--- src/rtl/cdb_arbiter.sv ---
// Common data bus front end: one FIFO per producer, one registered broadcast per cycle.
// Define CDB_FIXED_PRIO_EN for fixed priority, where the lowest index wins.
// Leave it undefined for round-robin arbitration, which is the default.
module cdb_arbiter #(
    parameter int unsigned N_SRC      = 2,
    parameter int unsigned TAG_W      = 5,
    parameter int unsigned DATA_W     = 32,
    parameter int unsigned FIFO_DEPTH = 4,
    localparam int unsigned SRC_W     = $clog2(N_SRC)
) (
    input  logic                      clk,
    input  logic                      rst,
    input  logic [N_SRC-1:0]          src_valid_i,
    output logic [N_SRC-1:0]          src_ready_o,
    input  logic [N_SRC*TAG_W-1:0]    src_tag_i,
    input  logic [N_SRC*DATA_W-1:0]   src_data_i,
    output logic                      cdb_valid_o,
    output logic [TAG_W-1:0]          cdb_tag_o,
    output logic [DATA_W-1:0]         cdb_data_o,
    output logic [SRC_W-1:0]          cdb_src_o
);

    localparam int unsigned IDX_W = $clog2(FIFO_DEPTH);
    localparam int unsigned PTR_W = IDX_W + 1;
    localparam int unsigned ENT_W = TAG_W + DATA_W;

    logic [ENT_W-1:0]  mem_q    [N_SRC][FIFO_DEPTH];
    logic [PTR_W-1:0]  wr_ptr_q [N_SRC];
    logic [PTR_W-1:0]  wr_ptr_d [N_SRC];
    logic [PTR_W-1:0]  rd_ptr_q [N_SRC];
    logic [PTR_W-1:0]  rd_ptr_d [N_SRC];
    logic [N_SRC-1:0]  empty;
    logic [N_SRC-1:0]  full;
    logic [N_SRC-1:0]  push;
    logic              grant_valid;
    logic [SRC_W-1:0]  grant_idx;
    logic [ENT_W-1:0]  pop_ent;
    logic [IDX_W-1:0]  pop_idx;

    logic              cdb_valid_q;
    logic [TAG_W-1:0]  cdb_tag_q;
    logic [DATA_W-1:0] cdb_data_q;
    logic [SRC_W-1:0]  cdb_src_q;
`ifndef CDB_FIXED_PRIO_EN
    logic [SRC_W-1:0]  last_grant_q;
    int unsigned       cand;
`endif

    // FIFO status from registered pointers; the MSB is the wrap bit
    always_comb begin
        for (int i = 0; i < N_SRC; i++) begin
            empty[i] = (wr_ptr_q[i] == rd_ptr_q[i]);
            full[i]  = (wr_ptr_q[i][PTR_W-1] != rd_ptr_q[i][PTR_W-1]) &&
                       (wr_ptr_q[i][IDX_W-1:0] == rd_ptr_q[i][IDX_W-1:0]);
        end
    end

    assign src_ready_o = ~full & ~{N_SRC{rst}};
    assign push        = src_valid_i & src_ready_o;

    // Pick one non-empty FIFO to broadcast this cycle
    always_comb begin
        grant_valid = |(~empty);
        grant_idx   = '0;
`ifdef CDB_FIXED_PRIO_EN
        for (int i = N_SRC - 1; i >= 0; i--) begin
            if (!empty[i]) grant_idx = SRC_W'(i);
        end
`else
        cand = 0;
        // Walk from the farthest candidate back so the nearest one after last_grant wins
        for (int k = N_SRC - 1; k >= 0; k--) begin
            cand = (32'(last_grant_q) + 32'(k) + 32'd1) % N_SRC;
            if (!empty[SRC_W'(cand)]) grant_idx = SRC_W'(cand);
        end
`endif
    end

    // Read the head entry of the winning FIFO
    always_comb begin
        pop_idx = rd_ptr_q[grant_idx][IDX_W-1:0];
        pop_ent = mem_q[grant_idx][pop_idx];
    end

    // Next pointer values; they wrap modulo 2*FIFO_DEPTH
    always_comb begin
        for (int i = 0; i < N_SRC; i++) begin
            wr_ptr_d[i] = wr_ptr_q[i] + PTR_W'(push[i]);
            rd_ptr_d[i] = rd_ptr_q[i] + PTR_W'(grant_valid && (grant_idx == SRC_W'(i)));
        end
    end

    // FIFO storage; it needs no reset because the pointers gate every read
    always_ff @(posedge clk) begin
        for (int i = 0; i < N_SRC; i++) begin
            if (push[i]) begin
                mem_q[i][wr_ptr_q[i][IDX_W-1:0]] <= {src_tag_i[i*TAG_W +: TAG_W],
                                                      src_data_i[i*DATA_W +: DATA_W]};
            end
        end
    end

    // Pointers, the broadcast register and the arbitration state
    always_ff @(posedge clk or posedge rst) begin
        if (rst) begin
            for (int i = 0; i < N_SRC; i++) begin
                wr_ptr_q[i] <= '0;
                rd_ptr_q[i] <= '0;
            end
            cdb_valid_q <= 1'b0;
            cdb_tag_q   <= '0;
            cdb_data_q  <= '0;
            cdb_src_q   <= '0;
`ifndef CDB_FIXED_PRIO_EN
            last_grant_q <= SRC_W'(N_SRC - 1);
`endif
        end else begin
            for (int i = 0; i < N_SRC; i++) begin
                wr_ptr_q[i] <= wr_ptr_d[i];
                rd_ptr_q[i] <= rd_ptr_d[i];
            end
            cdb_valid_q <= grant_valid;
            if (grant_valid) begin
                cdb_tag_q  <= pop_ent[ENT_W-1:DATA_W];
                cdb_data_q <= pop_ent[DATA_W-1:0];
                cdb_src_q  <= grant_idx;
`ifndef CDB_FIXED_PRIO_EN
                last_grant_q <= grant_idx;
`endif
            end
        end
    end

    assign cdb_valid_o = cdb_valid_q;
    assign cdb_tag_o   = cdb_tag_q;
    assign cdb_data_o  = cdb_data_q;
    assign cdb_src_o   = cdb_src_q;

endmodule

--- config.mk ---
export PLATFORM = sky130hd
export DESIGN_NAME = cdb_arbiter
export DESIGN_NICKNAME = d
export VERILOG_FILES = /design/src/rtl/cdb_arbiter.sv
export SDC_FILE = /design/constraint.sdc
export NUM_CORES = 1
export LEC_CHECK = 0
export CAP_MARGIN = 20
export CORE_AREA = 2 2 159 161
export DETAILED_ROUTE_END_ITERATION = 8
export DIE_AREA = 0 0 161 163
export PLACE_DENSITY = 0.86
export SYNTH_ARGS = -nofsm -noshare
export SYNTH_HDL_FRONTEND = slang
export SYNTH_SLANG_ARGS = --single-unit
export TNS_END_PERCENT = 20
--- constraint.sdc ---
create_clock -name clk -period 4.95 [get_ports clk]
set_clock_uncertainty 0.15 [all_clocks]
set_input_delay 1.485 -clock clk [delete_from_list [all_inputs] [get_ports clk]]
set_output_delay 1.485 -clock clk [all_outputs]
set_load 0.03 [all_outputs]
==> results.md, run 1 <==
- Detailed Route Iter0 Violations: 802
- Worst path cell trace: clkdlybuf4s50_1, a31oi_1, clkdlybuf4s50_1
- Startpoint types: input port
- Tmin final: 4.50 ns
- HPWL Detailed: 17500 µm
- CP most frequent cell: clkdlybuf4s50_1
- Slowest-stage cell, CP: clkdlybuf4s50_1
- Max-cap violation count: 0
- Slew Limit Fails: 0
- Hold Slack: 0.332 ns
- CP Capture Type: output pin
- Ys async rst share: 14.9%
- Seq/Total Area, Yosys: 74.2%
- Fmax: 0.222 GHz
- Total gr overflow: 0
- CTS tree: done
- Max IR drop VDD: 0.000479 V
- Initial Util: 55.6%
- Worst min-delay path category: reg2reg
- Dpl cell area: 15400 µm²
- Static Leak: 0.00600 µW
- Final critical-path share of the clock period: 90.9%
- CTS Sinks: 348
- Slew HR: 26.5%
- Vias: 8218
- Antenna-violating nets left: 0
- Share of layout cells above drive strength 1: 14.4%
- Arr. time, crit path: 2.87 ns
- Nets: 1023
- Die area: 26200 µm²
- CTS H-tree depth: 2
- Num rows: 58
- Required @ worst endpoint: 3.31 ns
- Root Driver: clkbuf_16
- Chip width: 161 µm
- Final setup fails: 0
- Syn nets: 894
- GR Util All Layers: 25.7%
- Post_cts resized: 0
- Pwr/cell area: 701 nW/µm²
- Pin count of the biggest net entering global routing: 49
- DP Cell Count: 1230
- Synth Flop Type: edfxtp_1
- Clock Pin Slew Worst Setup and Hold Paths: 0.07 ns
- Detail-routed via count per cell: 6.35
- Pre-antenna DRT Iters: 6
- Worst path buffer plus inverter count: 2
- Fin cells: 1295
- Crit Path Max Fanout: 3
- RSZ-0062 raised after global routing: no
- Postcts setup bufs: 0
- Synthesized area: 13700 µm²
- Post-Syn Area per Cell: 17.0 µm²
- Gp weighted congestion: 0.779
- Vias in the first global route: 8503
- Core area: 24700 µm²
- CTS Hold Bufs: 0
- Num CTS Buffers: 35
- Cells after synthesis: 808
- Residual DRC: 0
- Outcome: finished clean
- Tot Pwr: 11600 µW
- CP delay by family, top: buffers and inverters
- Worst slew pin tran: 1.10 ns
- I/O Buffers: 118
- Worst skew pair latency: 0.53 ns
- Clk buf depth: 3
- Seq cells post-synth: 348
- Fin. Hold Viols: 0
- I/O Pins: 119
- Design area: 16600 µm²
- Wire length per cell: 26.1 µm
- WS Path Type: in2out
- Die H: 163 µm
- Post-synth EDFFs: 296
- DRT Wirelength: 33800 µm
- P&R area growth vs syn: 20.9%
- Yosys Warn Count: 0
- Initial antenna violation count: 2
- Final core utilization: 67.2%
- Yosys cell types: 34
- Global-route wire length before repair: 50500 µm
- Crit path largest cell delay: 0.71 ns
-- metrics by stage --
stage / setup WS, ns / TNS [ns]
after floorplan: -0.507 / -53.78
after global placement: 0.480 / 0
after detailed placement: 0.449 / 0
after CTS: 0.445 / 0
after global routing: 0.383 / 0
final: 0.449 / 0
-- per-layer routing --
metal	global-route usage [%]	up-vias	part of all wire, %
li1	-	3449	-
met1	32.5	4045	37
met2	44.0	600	49
met3	5.07	122	9.7
met4	10.8	2	3.9
met5	0	-	0.035
-- cells in the mapped netlist, types with 6 or more instances --
| cell type | number | area (µm²) |
|---|---|---|
| ha_1 | 8 | 100 |
| and3_1 | 25 | 156 |
| mux2i_1 | 139 | 1390 |
| clkbuf_1 | 31 | 116 |
| inv_1 | 9 | 33.8 |
| xnor2_1 | 6 | 52.6 |
| edfxtp_1 | 296 | 8890 |
| o21ai_0 | 37 | 185 |
| o221ai_1 | 15 | 131 |
| o211ai_1 | 15 | 113 |
| buf_2 | 12 | 60.1 |
| nand2_1 | 20 | 75.1 |
| mux2_2 | 31 | 349 |
| a21oi_1 | 31 | 155 |
| dfrtp_1 | 51 | 1280 |
| nand3_1 | 22 | 110 |
| xor2_1 | 8 | 70.1 |
| nor3_1 | 6 | 30.0 |
| a221o_1 | 22 | 220 |
-- cell families (layout without fill, tap and decap cells) --
| group | count (synthesis) | count (layout) | share of synthesized area, % |
|---|---|---|---|
| and+or+nand+nor | 78 | 78 | 2.94 |
| xor gates and xnor gates | 14 | 14 | 0.893 |
| buffers and inverters | 58 | 214 | 1.87 |
| AOI/OAI and AO/OA | 132 | 132 | 6.64 |
| adders and majority gates | 8 | 8 | 0.729 |
| muxes | 170 | 170 | 12.7 |
| other | 0 | 1 | 0 |
| DFF | 348 | 348 | 74.2 |
-- sequential cells by signal (all words and copies together), names as in the netlist --
name and count:
mem_q 296, cdb_data_o 32, wr_ptr_q 6, rd_ptr_q 6
cdb_src_o 1, cdb_valid_o 1, last_grant_q 1, cdb_tag_o 5
-- cell type report --
cell class | count | area [µm²]
clock buffers | 38 | 897
inverters | 10 | 42.5
flip-flops and latches | 348 | 10200
fillers | 1551 | 8080
diodes | 1 | 2.50
clock inverters | 26 | 277
well taps | 330 | 413
repair buffers | 140 | 1390
multi-input cells | 402 | 3370
-- worst paths after layout --
check                       startpoint             end  slack [ns]  cells past startpoint
max                                rst  src_ready_o[0]        0.45                      3
min                          cdb_src_o       cdb_src_o        0.33                      2
max reg2reg                wr_ptr_q[0]  cdb_data_o[31]        1.44                      5
min reg2reg                  cdb_src_o       cdb_src_o        0.33                      2
max in group asynchronous          rst     rd_ptr_q[1]        2.39                      3
min in group asynchronous          rst     cdb_valid_o        1.31                      2
-- cells in the final DEF (no fill, tap or decap), drive strengths merged --
master / n
diode: 1
nor2: 2
dfrtp: 51
a31oi: 4
inv: 14
edfxtp: 296
xor2: 8
o21ai: 37
a221o: 22
clkinvlp: 4
dfstp: 1
nor3: 6
clkdlybuf4s50: 118
mux2i: 139
clkinv: 15
o32ai: 3
o221ai: 15
and2: 1
o211a: 1
o31ai: 3
nand2: 21
and3: 25
bufinv: 3
mux2: 31
nor3b: 1
clkbuf: 38
buf: 22
o211ai: 15
a31o: 1
ha: 8
xnor2: 6
a21oi: 31
nand3: 22
-- tightest hold or removal path: stages (launching register included) --
cell	delay [ns]
dfrtp_1	0.34
nand2_1	0.05
nand2_1	0.05
-- where the power goes --
group	internal [µW]	leakage, µW	switching [µW]
Clock	1510	0.000572	1160
Sequential	3770	0.00330	281
Combinational	1840	0.00213	3070
Power figures use the tool's default switching activity.
==> run 2, diff against run 1 <==
--- a/config.mk
+++ b/config.mk
@@ -9,7 +9,7 @@
 export CORE_AREA = 2 2 159 161
 export DETAILED_ROUTE_END_ITERATION = 8
 export DIE_AREA = 0 0 161 163
-export PLACE_DENSITY = 0.86
+export PLACE_DENSITY = 0.78
 export SYNTH_ARGS = -nofsm -noshare
 export SYNTH_HDL_FRONTEND = slang
 export SYNTH_SLANG_ARGS = --single-unit
==> results.md, run 2 (synthesis gave the netlist of run 1 again) <==
- Chip width: 161 µm
- Antenna-violating nets left: 0
- WS Path Type: in2out
- CTS Hold Bufs: 0
- Total gr overflow: 0
- Slew HR: 28.4%
- I/O Buffers: 118
- Tmin final: 4.52 ns
- Pin count of the biggest net entering global routing: 49
- I/O Pins: 119
- Most frequent cells in the layout: edfxtp_1, mux2i_1, clkdlybuf4s50_1, dfrtp_1
- Clk buf depth: 3
- Max IR drop VDD: 0.000625 V
- Num rows: 58
- Pre-antenna DRT Iters: 4
- Worst skew pair latency: 0.52 ns
- Clock Pin Slew Worst Setup and Hold Paths: 0.06 ns
- Wire length per cell: 23.5 µm
- P&R area growth vs syn: 20.8%
- CP Capture Type: output pin
- Nets: 1026
- Startpoint types: input port
- Fill cells: 1669
- Initial Util: 55.6%
- Fmax: 0.221 GHz
- RSZ-0062 raised after global routing: no
- Critical Path Start: rst
- Slew Limit Fails: 0
- Detailed Route Iter0 Violations: 667
- Residual DRC: 0
- CTS tree: done
- Share of layout cells above drive strength 1: 13.5%
- Vias in the first global route: 8092
- Vias: 7738
- Final WS setup: 0.431 ns
- Outcome: finished clean
- Worst slew pin tran: 1.07 ns
- Gp weighted congestion: 0.759
- Final setup fails: 0
- R2R cell count: 5
- Switch Pwr: 4220 µW
- Sequential Power Share: 35.2%
- Internal power: 7220 µW
- CTS H-tree depth: 2
- Core area: 24700 µm²
- Worst r2r dst: cdb_data_o[5]
- Detail-routed via count per cell: 5.97
- Crit Path Max Fanout: 3
- Place WS: 0.429 ns
- Initial antenna violation count: 0
- CTS Sinks: 348
- ANT cells: 0
- Fin. Hold Viols: 0
- Die area: 26200 µm²
- GR Util All Layers: 23.6%
- Worst min-delay path category: reg2reg
- Worst r2r src: wr_ptr_q[0]
- Postcts setup bufs: 0
- Most common cell after layout, fill and taps aside: edfxtp_1
- DRT Wirelength: 30500 µm
- HPWL Detailed: 17800 µm
- Global-route wire length before repair: 46500 µm
- Die H: 163 µm
- Comb power frac: 41.7%
- Static Leak: 0.00601 µW
- FF+latch area: 10200 µm²
- Pwr/cell area: 690 nW/µm²
- Setup_tns: 0 ns
- Arr. time, crit path: 2.88 ns
- Number of flip-flops under the largest register name: 296
- Num CTS Buffers: 36
- Post_cts resized: 0
- Max-cap violation count: 0
- Internal reg-to-reg setup slack: 1.68 ns
- Final critical-path share of the clock period: 91.3%
- Area of the multi-input gates: 3390 µm²
- Root Driver: clkbuf_16
- Required @ worst endpoint: 3.31 ns
- CP endpoint: src_ready_o[0]
- Sw Share: 36.9%
- Clk pwr share: 23.1%
## run 2: cell count changes in the layout (fill, tap and decap cells not counted), moves of 2 or more
cell,before,now
clkbuf_16,35,37
clkinv_4,3,0
clkinvlp_4,4,0
clkinv_8,2,0
buf_6,0,2
clkbuf_1,2,12
clkinv_2,9,6
buf_4,18,21
buf_12,3,0
clkbuf_8,1,3
## run 2: worst max-delay path, stage by stage
cell and delay, ns:
clkdlybuf4s50_1 0.46, a31oi_1 0.23, clkdlybuf4s50_1 0.71
## run 2: worst min-delay path by stage
| stage | start | to | depth (start not counted) | slack (ns) |
|---|---|---|---|---|
| CTS | cdb_src_o | cdb_src_o | 2 | 0.34 |
| global placement | cdb_src_o | cdb_src_o | 2 | 0.31 |
| global route | cdb_data_o[4] | cdb_data_o[4] | 2 | 0.36 |
| finish | cdb_src_o | cdb_src_o | 2 | 0.33 |
| detailed placement | cdb_src_o | cdb_src_o | 2 | 0.32 |
| floorplan | rd_ptr_q[3] | rd_ptr_q[3] | 1 | 0.32 |
## run 2: per-stage QoR
| stage | hold slack [ns] | utilization [%] | std cells | total power, µW | area, µm² |
|---|---|---|---|---|---|
| after floorplan | 0.323 | - | 808 | 7180 | 13700 |
| after global placement | 0.309 | 62.3 | 1229 | 8560 | 15400 |
| after detailed placement | 0.324 | 62.4 | 1230 | 8710 | 15400 |
| after CTS | 0.339 | 67.0 | 1295 | 11400 | 16500 |
| after global routing | 0.361 | 67.2 | 1297 | 12000 | 16600 |
| final | 0.331 | 67.2 | 1297 | 11400 | 16600 |
## run 2: final cells by class
type                       count  area share (%)
sequential                   348            61.5
multi-input combinational    402            20.4
timing repair buffer         142            8.38
clock buffer                  52            6.10
tap                          330            2.49
clock inverter                13           0.875
inverter                      10           0.257
## run 2: power groups by stage
stage               Combinational, µW  Sequential [µW]  Clock, µW
floorplan                        2850             4330          0
global placement                 4500             4060          0
detailed placement               4630             4080          0
CTS                              4670             4030       2670
global route                     5090             4070       2800
finish                           4770             4030       2640
## run 2: per-layer routing
metal	vias up	part of all wire (%)	global-route usage [%]
met5	-	0	1.89
li1	3457	-	-
met3	46	6.6	4.61
met4	0	1.8	6.98
met1	3926	41	31.4
met2	309	50	39.7
==> run 3, diff against run 2 <==
--- a/config.mk
+++ b/config.mk
@@ -6,9 +6,10 @@
 export NUM_CORES = 1
 export LEC_CHECK = 0
 export CAP_MARGIN = 20
-export CORE_AREA = 2 2 159 161
+export CORE_AREA = 2 2 151 153
 export DETAILED_ROUTE_END_ITERATION = 8
-export DIE_AREA = 0 0 161 163
+export DIE_AREA = 0 0 153 155
+export DONT_BUFFER_PORTS = 1
 export PLACE_DENSITY = 0.78
 export SYNTH_ARGS = -nofsm -noshare
 export SYNTH_HDL_FRONTEND = slang
==> results.md, run 3 (synthesis gave the netlist of run 1 again) <==
- Required @ worst endpoint: 3.31 ns
- Final setup fails: 0
- Die H: 155 µm
- RSZ-0062 raised after global routing: no
- Nets: 903
- Worst min-delay path category: reg2reg
- Residual DRC: 0
- Vias in the first global route: 7888
- Outcome: finished clean
- Core area: 22200 µm²
- Fin cells: 1128
- ANT cells: 0
- CP delay by family, top: compound AO/OA/AOI/OAI gates
- Wire length per cell: 26.5 µm
- Initial Util: 61.8%
- Number of flip-flops under the largest register name: 296
- I/O Pins: 119
- Final core utilization: 69.0%
- CTS H-tree depth: 2
- Detailed Route Iter0 Violations: 850
- Num CTS Buffers: 34
- CTS Sinks: 348
- Vias: 7431
- Share of layout cells above drive strength 1: 14.8%
- Worst path cell trace: buf_4, xnor2_1, a31oi_1
- Startpoint types: flip-flop
- Slowest-stage cell, CP: a31oi_1
- Final critical-path share of the clock period: 78.6%
- Tot Pwr: 11000 µW
- Clk buf depth: 3
- Total gr overflow: 0
- Max-cap violation count: 0
- Max IR drop VDD: 0.000478 V
- CP Capture Type: output pin
- WS Path Type: reg2out
- I/O Buffers: 0
- DRT Wirelength: 29800 µm
- Die area: 23700 µm²
- Detail-routed via count per cell: 6.59
- Sw Share: 37.2%
- Static Leak: 0.00554 µW
- Worst slew pin tran: 1.04 ns
- Fmax: 0.257 GHz
- Comb power frac: 36.1%
- Worst skew pair latency: 0.52 ns
- Tmin final: 3.89 ns
- Internal power: 6940 µW
- Arr. time, crit path: 2.26 ns
- Crit Path Max Fanout: 34
- Chip width: 153 µm
- CTS tree: done
- CTS Hold Bufs: 0
- Root Driver: clkbuf_16
- Postcts setup bufs: 0
- Post_cts resized: 0
- Sequential Power Share: 39.5%
- Global-route wire length before repair: 45400 µm
- GR Util All Layers: 25.3%
- Most common cell after layout, fill and taps aside: edfxtp_1
- Fin. Hold Viols: 0
- Hold Slack: 0.383 ns
- Num rows: 55
- Slew Limit Fails: 0
- Switch Pwr: 4100 µW
- Pin count of the biggest net entering global routing: 49
- Crit path largest cell delay: 0.74 ns
- HPWL Detailed: 16900 µm
- Initial antenna violation count: 0
- Worst path buffer plus inverter count: 1
- Gp weighted congestion: 0.795
- Slew HR: 30.7%
- Clk pwr share: 24.4%
- Clock Pin Slew Worst Setup and Hold Paths: 0.06 ns
- Most frequent cells in the layout: edfxtp_1, mux2i_1, dfrtp_1, o21ai_0, clkbuf_16
- Antenna-violating nets left: 0
- Pwr/cell area: 720 nW/µm²
- DP Cell Count: 1064
- Pre-antenna DRT Iters: 5
- P&R area growth vs syn: 11.8%
[run 3: final cells by class]
| class | instances | area (µm²) |
|---|---|---|
| Clock buffer | 46 | 980 |
| Tap cell | 285 | 357 |
| Fill cell | 1362 | 6890 |
| Clock inverter | 16 | 199 |
| Multi-Input combinational cell | 402 | 3390 |
| Sequential cell | 348 | 10200 |
| Timing Repair Buffer | 21 | 181 |
| Inverter | 10 | 42.5 |
[run 3: final timing paths]
check | from | end | slack, ns | depth (start not counted)
max in group asynchronous | rst | last_grant_q | 2.88 | 2
hold / removal | wr_ptr_q[2] | wr_ptr_q[2] | 0.38 | 1
setup reg to reg | rd_ptr_q[0] | mem_q[1][40] | 1.17 | 8
min in group asynchronous | rst | rd_ptr_q[2] | 0.90 | 1
setup / recovery | rd_ptr_q[0] | src_ready_o[1] | 1.06 | 3
hold reg to reg | wr_ptr_q[2] | wr_ptr_q[2] | 0.38 | 1
[run 3: power by group through the flow]
stage	Combinational (µW)	Clock, µW	Sequential [µW]
final	3980	2690	4370
after CTS	3950	2720	4370
after global routing	4290	2840	4410
after global placement	3740	0	4400
after floorplan	2850	0	4330
after detailed placement	3900	0	4430
[run 3: metrics by stage]
step | setup slack [ns] | area [µm²] | setup TNS (ns)
after floorplan | -0.507 | 13700 | -53.78
after global placement | 0.905 | 14100 | 0
after detailed placement | 0.797 | 14100 | 0
after CTS | 1.04 | 15300 | 0
after global routing | 0.930 | 15300 | 0
final | 1.06 | 15300 | 0
[run 3: layer usage]
metal / wire length [µm] / GRT usage (%) / vias to the layer above
met5: 0 / 0 / -
met4: 914 / 9.61 / 0
met3: 3120 / 8.47 / 78
met2: 14600 / 41.9 / 388
met1: 11200 / 31.4 / 3762
li1: - / - / 3203
